[src/rtl/btn_conditioner.sv]
// btn_conditioner: multi-channel push-button front end.
// Each channel goes through polarity correction, a 2-FF synchroniser,
// a counter-based debouncer, registered press/release pulses and a
// hold-to-repeat state machine.
// "release" and "repeat" are reserved words in SystemVerilog, so those
// outputs are named release_pulse and repeat_pulse.
module btn_conditioner #(
  parameter int N_CH          = 4,
  parameter int DEB_CYCLES    = 1024,
  parameter int REPEAT_DELAY  = 0,
  parameter int REPEAT_PERIOD = 1,
  parameter int ACTIVE_LOW    = 1
) (
  input  logic            clk,
  input  logic            reset,
  input  logic [N_CH-1:0] btn_in,
  output logic [N_CH-1:0] level,
  output logic [N_CH-1:0] press,
  output logic [N_CH-1:0] release_pulse,
  output logic [N_CH-1:0] repeat_pulse
);

  localparam int CW   = $clog2(DEB_CYCLES + 1);
  localparam int TMAX = (REPEAT_DELAY > REPEAT_PERIOD) ? REPEAT_DELAY : REPEAT_PERIOD;
  localparam int TW   = $clog2(TMAX + 1);

  localparam logic [CW-1:0]   DEB_LAST    = CW'(DEB_CYCLES - 1);
  localparam logic [TW-1:0]   DELAY_LOAD  = (REPEAT_DELAY > 0) ? TW'(REPEAT_DELAY - 1) : '0;
  localparam logic [TW-1:0]   PERIOD_LOAD = TW'(REPEAT_PERIOD - 1);
  localparam bit              USE_REPEAT  = (REPEAT_DELAY > 0);
  localparam logic [N_CH-1:0] INV_MASK    = (ACTIVE_LOW != 0) ? '1 : '0;

  typedef enum logic [1:0] {
    S_IDLE,
    S_WAIT,
    S_RPT,
    S_HELD
  } rpt_state_t;

  logic [N_CH-1:0] s1;
  logic [N_CH-1:0] s2;

  // Normalise polarity so 1 means pressed, then synchronise into clk.
  always_ff @(posedge clk) begin
    if (reset) begin
      s1 <= '0;
      s2 <= '0;
    end else begin
      s1 <= btn_in ^ INV_MASK;
      s2 <= s1;
    end
  end

  for (genvar i = 0; i < N_CH; i++) begin : g_ch
    logic [CW-1:0] cnt;
    logic          lvl;
    logic          prs;
    logic          rls;
    logic          commit;
    logic          rise;
    logic          fall;
    rpt_state_t    state;
    logic [TW-1:0] timer;
    logic          rpt;

    // commit marks the cycle in which the debounced level takes s2's value.
    assign commit = (s2[i] != lvl) && (cnt == DEB_LAST);
    assign rise   = commit & s2[i];
    assign fall   = commit & ~s2[i];

    // Debounce: s2 must disagree with level for DEB_CYCLES cycles in a row;
    // press/release pulse in the same cycle the new level appears.
    always_ff @(posedge clk) begin
      if (reset) begin
        cnt <= '0;
        lvl <= 1'b0;
        prs <= 1'b0;
        rls <= 1'b0;
      end else begin
        prs <= 1'b0;
        rls <= 1'b0;
        if (s2[i] == lvl) begin
          cnt <= '0;
        end else if (cnt == DEB_LAST) begin
          lvl <= s2[i];
          cnt <= '0;
          prs <= s2[i];
          rls <= ~s2[i];
        end else begin
          cnt <= cnt + CW'(1);
        end
      end
    end

    // Auto-repeat: pulse with the press, then after REPEAT_DELAY and every
    // REPEAT_PERIOD while held; a debounced fall always returns to idle.
    always_ff @(posedge clk) begin
      if (reset) begin
        state <= S_IDLE;
        timer <= '0;
        rpt   <= 1'b0;
      end else begin
        rpt <= 1'b0;
        if (fall) begin
          state <= S_IDLE;
          timer <= '0;
        end else begin
          case (state)
            S_IDLE: begin
              if (rise) begin
                rpt <= 1'b1;
                if (USE_REPEAT) begin
                  timer <= DELAY_LOAD;
                  state <= S_WAIT;
                end else begin
                  state <= S_HELD;
                end
              end
            end
            S_WAIT: begin
              if (lvl) begin
                if (timer == '0) begin
                  rpt   <= 1'b1;
                  timer <= PERIOD_LOAD;
                  state <= S_RPT;
                end else begin
                  timer <= timer - TW'(1);
                end
              end
            end
            S_RPT: begin
              if (lvl) begin
                if (timer == '0) begin
                  rpt   <= 1'b1;
                  timer <= PERIOD_LOAD;
                end else begin
                  timer <= timer - TW'(1);
                end
              end
            end
            S_HELD: begin
              state <= S_HELD;
            end
            default: begin
              state <= S_IDLE;
              timer <= '0;
            end
          endcase
        end
      end
    end

    assign level[i]         = lvl;
    assign press[i]         = prs;
    assign release_pulse[i] = rls;
    assign repeat_pulse[i]  = rpt;
  end

endmodule
[config.mk]
export PLATFORM = sky130hd
export DESIGN_NAME = btn_conditioner
export DESIGN_NICKNAME = d
export VERILOG_FILES = /design/src/rtl/btn_conditioner.sv
export SDC_FILE = /design/constraint.sdc
export NUM_CORES = 1
export LEC_CHECK = 0
export BUFFER_PORTS_ARGS = -buffer_cell sky130_fd_sc_hd__buf_4
export CORE_UTILIZATION = 35
export CTS_CLUSTER_DIAMETER = 50
export DETAILED_ROUTE_END_ITERATION = 10
export GPL_TIMING_DRIVEN = 0
export PLACE_DENSITY = 0.5
export SYNTH_ARGS = -nofsm -noshare
export SYNTH_HDL_FRONTEND = slang
export SYNTH_SLANG_ARGS = --single-unit
export TNS_END_PERCENT = 1
[constraint.sdc]
create_clock -name clk -period 2.4 [get_ports clk]
set_input_delay 0.36 -clock clk [delete_from_list [all_inputs] [get_ports clk]]
set_output_delay 0.36 -clock clk [all_outputs]
set_load 0.02 [all_outputs]
==> flow_metrics.tcl <==
set metrics [dict create \
    io_pins 22 \
    drtAntennaViolNets 0 \
    synth_top_area_share 0.4499 \
    synth-edff-count 0 \
    met2_length_um 2472 \
    postCtsResizedCells 0 \
    synth_top_flop_cell "dfxtp_1" \
    critical_path_arrival_ns 2.26 \
    cp_cell_sequence "ha_1 > nand3_1 > nor4_4 > or2_2 > clkbuf_1 > nor2_1" \
    fmax_mhz 492.8 \
    fin_setup_tns_ns 0 \
    p_leak_nw 1.420 \
    cp.required_ns 2.63 \
    whs_path_depth 2 \
    drc 0 \
    synth_area_um2 3382 \
    numCtsBuffers 9 \
    first_pass_iters 5 \
    cts_max_level 3 \
    via_per_inst 4.622 \
    power_density_nw_per_um2 647.1 \
    routed-wl-met3_um 156 \
    r2r_end "g_ch[3].cnt[3]$_SDFF_PP0_" \
    rows 35 \
    grt_pass1_vias 2249 \
    setup_viol 0 \
    gp_congestion 0.7400 \
    die_w_um 100.3 \
    worstSetupPathType "reg -> reg" \
    syn_inst 373 \
    area_delta_synth_final_pct 15.17 \
    clkTransAtPathRegs_ns 0.08 \
    start_util 0.3643 \
    ir_worst_vdd_mv 0.3701 \
    worst_slew_pin_slew_ns 0.6725 \
    synth_top_area_cell "dfxtp_1" \
    hold_buffers 0 \
    crit_buf_inv 1 \
    ys_seq_area_frac 0.4499 \
    fp.dieH_um 100.3 \
    synth.most_common_cell "dfxtp_1" \
    hp-class "in -> reg" \
    min_to "s1[2]$_SDFF_PP0_" \
    placed_cell_area_um2 3701 \
    hpwl_um 4156 \
    insertion_delay_ns 0.35 \
    drv_cap 0 \
    crit_cells 6 \
    maxSlewViolCount 0 \
    rsz0062_at_grt "no" \
    antenna_found_initial 0 \
    port_buffers 21 \
    routedWlPerCell_um 10.88 \
    finalInstanceArea_um2 3895 \
    period_share 0.8455 \
    die-area_um2 10060 \
    ys_types 49 \
    place_ws_ns 0.3467 \
    ys_warn_count 0 \
    synthesis.nets 399 \
    hp-start "btn_in[2]" \
    grt_util_all_layers 0.1269 \
    crit_path_end_kind "flip-flop" \
    r2r_cells 6 \
    synth_common_cells "dfxtp_1 (76), nor2_1 (64), nand2_1 (26), ha_1 (20), inv_1 (17)" \
    yosys_register_bits 76 \
    nets 431 \
    wl_um 5867 \
    timing.rr.start "g_ch[3].cnt[0]$_SDFF_PP0_" \
    tritoncts "built" \
    async_flop_share 0 \
    met1_length_um 3093 \
    root_buffer "clkbuf_8" \
    ff2ff_setup_slack_ns 0.37 \
    cts_setup_buffers 0 \
    grt_max_degree 13 \
    synth_area_leaders "dfxtp_1 (45%), ha_1 (7.4%), nor2_1 (7.1%)" \
    whs_ns 0.1571 \
    cts_sinks 76 \
    hold_violations 0 \
    cpPeakStageDelay_ns 0.50 \
    antennaDiodeCount 0 \
    core_um2 9284 \
    crit_fanout 8 \
    relSlewSlack 0.5475 \
    routed-via-count 2491 \
    avgSynthCellArea_um2 9.067 \
    dr.max_layer_used "met4" \
    cpLargestDelayFamily "simple AND/OR/NAND/NOR gates" \
    clk_path_buf_depth 2 \
    setup_ws_ns 0.3709 \
    overflow 0 \
    final_util 0.4195 \
    status "completed" \
    period_needed_ns 2.029 \
    grt_pass1_wl_um 10030 \
    dr.first_iter.drc_count 67 \
    cp_slowest_cell "nor4_4" \
    drive_gt1_frac 0.1463 \
    fin_worst_skew_ns 0.007969 \
    startpoint_type "flip-flop" \
]
-- worst max path at each step --
| stage | from | endpoint | slack (ns) |
|---|---|---|---|
| after floorplan | g_ch[2].cnt[0]$_SDFF_PP0_ | g_ch[2].rpt$_SDFF_PP0_ | 0.63 |
| after global placement | g_ch[3].cnt[0]$_SDFF_PP0_ | g_ch[3].cnt[9]$_SDFF_PP0_ | 0.36 |
| after detailed placement | g_ch[3].cnt[0]$_SDFF_PP0_ | g_ch[3].cnt[7]$_SDFF_PP0_ | 0.35 |
| after CTS | g_ch[3].cnt[0]$_SDFF_PP0_ | g_ch[3].cnt[3]$_SDFF_PP0_ | 0.33 |
| after global routing | g_ch[3].cnt[0]$_SDFF_PP0_ | g_ch[3].cnt[7]$_SDFF_PP0_ | 0.15 |
| final | g_ch[3].cnt[0]$_SDFF_PP0_ | g_ch[3].cnt[3]$_SDFF_PP0_ | 0.37 |
-- metal layers --
layer,vias to the layer above,track usage
met3,11,0.02716
li1,1327,-
met5,-,0
met1,1127,0.1688
met4,0,0.07358
met2,26,0.1897
-- where the power goes --
| group | internal [mW] | total (mW) | switching [mW] |
|---|---|---|---|
| clock | 0.508 | 0.966 | 0.457 |
| combinational | 0.104 | 0.233 | 0.129 |
| sequential | 1.29 | 1.32 | 0.0298 |
-- kinds of logic (layout without fill, tap and decap cells) --
logic type | after synthesis | in the layout | synth area share
AO/OA/AOI/OAI | 40 | 40 | 0.08177
XOR/XNOR | 29 | 29 | 0.07510
adder cells (fa/ha/maj) | 20 | 20 | 0.07399
buffers and inverters | 39 | 76 | 0.06104
flip-flops | 76 | 76 | 0.4499
multiplexers | 3 | 3 | 0.008879
AND/OR/NAND/NOR | 166 | 166 | 0.2494
-- flip-flops by register name (all words and copies together) (netlist names) --
name and count:
g_ch.rls 4, g_ch.rpt 4, s1 4, g_ch.cnt 44
g_ch.state 8, g_ch.prs 4, g_ch.lvl 4, s2 4
-- placed cells by master, fill, tap and decap left out, types with 3 or more instances in the layout --
master,n
nand2_1,26
nor2_1,64
clkbuf_8,10
ha_1,20
buf_4,37
inv_1,17
a21o_1,3
xor2_1,14
and3_1,5
nand3_1,8
mux2i_1,3
nand4_1,8
a311oi_1,3
nand2b_1,9
nor4_1,8
nor2b_1,4
or3_1,7
a32oi_1,3
a21oi_1,14
dfxtp_1,76
nor3_1,12
xnor2_1,15
clkbuf_1,6
o21ai_0,4
-- worst reg2reg max path, cell delays in order (launching register included) --
cell	delay (ns)
dfxtp_1	0.38
ha_1	0.20
nand3_1	0.25
nor4_4	0.50
or2_2	0.18
clkbuf_1	0.31
nor2_1	0.09
-- cell type report --
type	instances	area, um^2
fill	957	5389
multi-input combinational	258	1654
sequential	76	1521
tap	129	161.4
timing repair buffer	21	157.7
clock buffer	12	145.1
buffer	22	142.6
inverter	17	63.81
clock inverter	4	48.80
-- stage by stage --
| step | std cells | total power [mW] |
|---|---|---|
| floorplan | 373 | 1.532 |
| global route | 539 | 2.662 |
| finish | 539 | 2.520 |
| CTS | 539 | 2.564 |
| global placement | 523 | 1.580 |
| detailed placement | 523 | 1.584 |
No activity file was read; power rests on OpenSTA's default activity.
